===== config.mk =====
export PLATFORM = sky130hd
export DESIGN_NAME = input_debouncer
export DESIGN_NICKNAME = d
export VERILOG_FILES = /design/src/rtl/input_debouncer.sv
export SDC_FILE = /design/constraint.sdc
export NUM_CORES = 1
export LEC_CHECK = 0
export ABC_AREA = 0
export BUFFER_PORTS_ARGS = -buffer_cell sky130_fd_sc_hd__buf_2
export CAP_MARGIN = 10
export CORE_UTILIZATION = 52
export CTS_BUF_LIST = sky130_fd_sc_hd__clkbuf_4 sky130_fd_sc_hd__clkbuf_8 sky130_fd_sc_hd__clkbuf_16
export CTS_CLUSTER_DIAMETER = 150
export CTS_CLUSTER_SIZE = 10
export DETAILED_ROUTE_END_ITERATION = 8
export GPL_TIMING_DRIVEN = 0
export PLACE_DENSITY = 0.78
export SYNTH_ARGS = -nofsm -noshare
export SYNTH_HDL_FRONTEND = slang
export SYNTH_SLANG_ARGS = --single-unit

===== constraint.sdc =====
create_clock -name clk -period 3.88 [get_ports clk]
set_clock_uncertainty 0.1 [all_clocks]
set_input_delay 0.388 -clock clk [delete_from_list [all_inputs] [get_ports clk]]
set_output_delay 0.388 -clock clk [all_outputs]
set_load 0.05 [all_outputs]

===== src/rtl/input_debouncer.sv =====
// Input conditioning for the control module: 2-FF synchroniser, shared prescaled
// sample tick, and a per-bit consecutive-sample qualifier with a one-cycle change report.
module input_debouncer #(
    parameter int unsigned          INPUTS       = 32,
    parameter int unsigned          STABLE_COUNT = 4,
    parameter int unsigned          CNT_WIDTH    = 3,
    parameter logic [INPUTS-1:0]    RESET_VALUE  = '0
) (
    input  logic              clk,
    input  logic              rst,
    input  logic              enable,
    input  logic [15:0]       preescalar_value,
    input  logic [INPUTS-1:0] raw_io,
    output logic [INPUTS-1:0] filtered_io,
    output logic [INPUTS-1:0] change_mask,
    output logic              change_valid,
    output logic              tick
);

    localparam int unsigned PCNT_WIDTH = 16;
    localparam logic [CNT_WIDTH-1:0] CNT_LAST = CNT_WIDTH'(STABLE_COUNT - 1);

    logic [INPUTS-1:0]                 sync1;
    logic [INPUTS-1:0]                 sync2;
    logic [PCNT_WIDTH-1:0]             pcnt;
    logic [PCNT_WIDTH-1:0]             pcnt_d;
    logic                              tick_d;
    logic [INPUTS-1:0][CNT_WIDTH-1:0]  cnt;
    logic [INPUTS-1:0][CNT_WIDTH-1:0]  cnt_d;
    logic [INPUTS-1:0]                 filtered_d;
    logic [INPUTS-1:0]                 mask_d;

    // Synchroniser runs regardless of enable so the sampled value is never stale
    always_ff @(posedge clk) begin
        if (rst) begin
            sync1 <= RESET_VALUE;
            sync2 <= RESET_VALUE;
        end else begin
            sync1 <= raw_io;
            sync2 <= sync1;
        end
    end

    // Next-state: prescaler and per-bit qualification counters
    always_comb begin
        pcnt_d     = pcnt;
        tick_d     = 1'b0;
        cnt_d      = cnt;
        filtered_d = filtered_io;
        mask_d     = '0;

        if (!enable) begin
            pcnt_d = '0;
            cnt_d  = '0;
        end else begin
            // >= rather than == so lowering the period mid-count wraps immediately
            if (pcnt >= preescalar_value) begin
                pcnt_d = '0;
                tick_d = 1'b1;
            end else begin
                pcnt_d = pcnt + PCNT_WIDTH'(1);
            end

            if (tick) begin
                for (int unsigned i = 0; i < INPUTS; i++) begin
                    if (sync2[i] == filtered_io[i]) begin
                        cnt_d[i] = '0;
                    end else if (cnt[i] == CNT_LAST) begin
                        filtered_d[i] = sync2[i];
                        cnt_d[i]      = '0;
                        mask_d[i]     = 1'b1;
                    end else begin
                        cnt_d[i] = cnt[i] + CNT_WIDTH'(1);
                    end
                end
            end
        end
    end

    always_ff @(posedge clk) begin
        if (rst) begin
            pcnt         <= '0;
            tick         <= 1'b0;
            cnt          <= '0;
            filtered_io  <= RESET_VALUE;
            change_mask  <= '0;
            change_valid <= 1'b0;
        end else begin
            pcnt         <= pcnt_d;
            tick         <= tick_d;
            cnt          <= cnt_d;
            filtered_io  <= filtered_d;
            change_mask  <= mask_d;
            change_valid <= |mask_d;
        end
    end

endmodule


==> flow_summary.yaml <==
run_status:
  run_status: "finished, final reports clean"
job:
  max_capacitance_violation_total: 0
yosys:
  synth_top_area_frac: 0.5074
  yosys.cell_types.count: 37
  post_synth_instance_area_sq_mm: 0.009548
  syn-num-nets: 1154
  syn-instance-count: 1054
  avgSynthCellArea_sq_um: 9.059
  seq_area_frac_synth: 0.5074
  synth_area_leader_cell: "dfxtp_1"
  yosys-top-cells-area: "dfxtp_1, nor2b_1, ha_1"
  yosys_register_bits: 242
  synth_warnings: 0
worst_setup_path:
  arrival_ns: 2.63
  cp-start-kind: "flip-flop"
  worstPathMaxFanout: 10
  rr_startpoint: "tick$_SDFF_PP0_"
  peak_per_stage_delay_on_the_critical_path_ns: 0.63
  timing.critical_path.max_delay_family: "buffers and inverters"
  critical_path.most_common_cell: "nand2_1"
  worst_path_bufs_invs: 2
  required_ns: 4.15
  r2r_setup_slack_ns: 1.52
  reg2regPathDepth: 6
  cp-end-kind: "flip-flop"
  cpMaxStageDelayCell: "dfxtp_1"
  timing.critical_path.cells: "and2_0 -> buf_2 -> buf_1 -> nand2_1 -> nand2_1 -> a21oi_1"
  reg2reg_to: "filtered_io[29]$_SDFFE_PP0P_"
  crit_type: "flip-flop to flip-flop"
timing:
  final_min_period_over_clock_period: 0.6076
  final_critical_path_setup_slack_ns: 1.522
  totalNegativeSetupSlack_ns: 0
  unrepaired_setup_endpoints_after_global_routing: "no"
  timing.final.crit_period_ns: 2.358
  max_freq_ghz: 0.4242
  whs_ns: 0.04121
  timing_worst_slew_pin_value_ns: 0.7521
  relSlewSlack: 0.4986
  slew_violations: 0
  setup_violations: 0
  final-hold-violation-count: 0
routing:
  drt-initial-drc-count: 459
  postRouteAntennaNets: 0
  via_per_inst: 5.436
  wire_per_inst_um: 16.06
  drt_pass1_iterations: 5
  vias: 7931
  drc: 0
  wirelength_um: 23430
clocking:
  clock_sinks: 242
  cts.root.buffer_cell: "clkbuf_16"
  cts_made_buffers: 28
  clock_insertion_delay_worst_skew_ns: 0.52
  cts.htree.levels: 1
  cts_buffer_depth: 3
  clkSlewWorstSetupHoldPaths_ns: 0.05
  cts.repair.resized: 0
  cts_tree: "yes"
floorplanning:
  core_footprint_sq_mm: 0.01796
  die_height_um: 137.5
  initial_util: 0.5315
  die_w_um: 137.5
  floorplan.rows: 49
  dieArea_sq_mm: 0.01891
  design.portCount: 117
grt:
  grt_max_degree: 14
  grt_remaining_overflow: 0
  grtUsageTotal: 0.2514
  vias_in_the_first_global_route: 7646
  grt_antenna_before_repair: 0
  grt_pass1_wl_um: 37170
pwr:
  p_leak_nw: 4.736
  clock_power_share: 0.452
  power_per_cell_area_mw_per_mm2: 430.0
  comb_power_share: 0.034
  net_sw_power_mw: 1.024
  swShare: 0.2078
  irDropWorstVdd_mv: 0.3474
  power.sequential.fraction: 0.514
  power.internal_mw: 3.902
layout:
  num_antenna_cells: 0
  final_core_util: 0.6377
  syn_to_layout_area_delta_pct: 19.97
  fillerInstances: 1501
  final_layout_size_suffix_gt1_frac: 0.1228
  nets: 1330
placement:
  worst_slack_placed_ns: 1.462
  port-buffer-count: 115
  place_congestion: 0.8521
  dp_hpwl_um: 16050
worst_hold_path:
  min_to: "sync1[20]$_SDFF_PP0_"
  whs_path_depth: 2
  hold_removal_path_class: "primary input to flip-flop"
  hold_path_startpoint: "raw_io[20]"
-- metal layers --
layer	track usage	vias to the layer above	routed length [um]
li1	-	3891	-
met1	0.3071	3759	10090
met5	0	-	0
met3	0.04783	44	1461
met4	0.08913	0	587
met2	0.4383	237	11290
-- cell families (layout without fill, tap and decap cells) --
group / count (synthesis) / after routing / share of synthesized area
adder cells (fa/ha/maj): 49 / 49 / 0.06421
multiplexers: 3 / 3 / 0.003145
buffers and inverters: 70 / 246 / 0.02857
flip-flops: 242 / 242 / 0.5074
XOR/XNOR: 50 / 50 / 0.04587
AND/OR/NAND/NOR: 496 / 496 / 0.2728
AO/OA/AOI/OAI: 144 / 144 / 0.07797
-- how the worst max path moves through the flow --
stage / start / endpoint / slack [ns] / cells past startpoint
after CTS: pcnt[0]$_SDFF_PP0_ / pcnt[12]$_SDFF_PP0_ / 1.55 / 8
after global placement: preescalar_value[0] / pcnt[11]$_SDFF_PP0_ / 1.52 / 8
after global routing: pcnt[0]$_SDFF_PP0_ / pcnt[12]$_SDFF_PP0_ / 1.43 / 8
after detailed placement: preescalar_value[0] / pcnt[12]$_SDFF_PP0_ / 1.46 / 8
final: tick$_SDFF_PP0_ / filtered_io[29]$_SDFFE_PP0P_ / 1.52 / 6
after floorplan: preescalar_value[0] / pcnt[10]$_SDFF_PP0_ / 1.85 / 7
-- power groups by stage --
stage	registers [mW]	logic, mW	clock network [mW]
3_5_place_dp	2.59	0.143	0
3_3_place_gp	2.59	0.141	0
2_1_floorplan	2.58	0.0878	0
6_report	2.53	0.168	2.22
4_1_cts	2.53	0.168	2.25
5_1_grt	2.54	0.187	2.34
-- sequential cells by signal (all words and copies together) (netlist names) --
name,flops
change_valid,1
sync2,32
tick,1
sync1,32
filtered_io,32
cnt,96
pcnt,16
change_mask,32
-- through the flow --
stage | power [mW] | area (sq um) | std cells
3_3_place_gp | 2.727 | 10410 | 1398
6_report | 4.926 | 11450 | 1459
2_1_floorplan | 2.670 | 9548 | 1054
4_1_cts | 4.947 | 11450 | 1459
5_1_grt | 5.065 | 11450 | 1459
3_5_place_dp | 2.730 | 10410 | 1398
-- cells in the final DEF, fill, tap and decap left out, types with 2 or more instances in the layout --
cell type,n
clkbuf_1,37
buf_2,117
nand3_1,66
mux2i_1,3
dlygate4sd3_1,31
nor2_1,63
nor3_1,5
xor2_1,12
clkbuf_16,29
ha_1,49
and3_1,39
nor4_1,9
nand2_1,124
a211oi_1,2
nor2b_1,115
xnor2_1,38
a21oi_1,100
nand2b_1,10
buf_1,9
o21ai_0,36
inv_1,21
nand4_1,8
nand4b_1,2
or4_1,27
dfxtp_1,242
and2_1,22
-- Yosys cell counts --
| library cell | count |
|---|---|
| clkbuf_1 | 37 |
| inv_1 | 21 |
| and2_1 | 22 |
| a2111o_1 | 1 |
| a32oi_1 | 1 |
| and2b_1 | 1 |
| nor2_1 | 63 |
| a211oi_1 | 2 |
| and2_0 | 1 |
| o31ai_1 | 1 |
| o22ai_1 | 1 |
| and3_1 | 39 |
| nand4b_1 | 2 |
| buf_6 | 1 |
| xor2_1 | 12 |
| nand4_1 | 8 |
| nand2_1 | 124 |
| mux2i_1 | 3 |
| o21ai_0 | 36 |
| ha_1 | 49 |
| dfxtp_1 | 242 |
| nand4_2 | 1 |
| nand2b_4 | 1 |
| a31oi_1 | 1 |
| nor3_1 | 5 |
| xnor2_1 | 38 |
| and4_1 | 1 |
| buf_2 | 2 |
| nor4_1 | 9 |
| buf_1 | 9 |
| or4_1 | 27 |
| a21oi_1 | 100 |
| nor2b_1 | 115 |
| or2b_2 | 1 |
| nand2b_1 | 10 |
| nand3_1 | 66 |
| o31a_1 | 1 |
-- layout make-up --
| type | instances | area, sq um | area share |
|---|---|---|---|
| flip-flops and latches | 242 | 4845 | 0.4229 |
| multi-input cells | 742 | 4431 | 0.3868 |
| repair buffers | 146 | 885.9 | 0.07734 |
| clock buffers | 29 | 725.7 | 0.06335 |
| well taps | 229 | 286.5 | 0.02501 |
| plain buffers | 49 | 193.9 | 0.01693 |
| inverters | 21 | 78.83 | 0.006882 |
| clock inverters | 1 | 8.758 | 0.0007646 |
-- what timing repair did --
action                                  4_1_cts  5_1_grt
endpoints found under the setup margin        0        0
buffers inserted                              0        0
endpoints found under the hold margin        31        0
hold buffers                                 31        0
(Power assumes the default switching activity.)
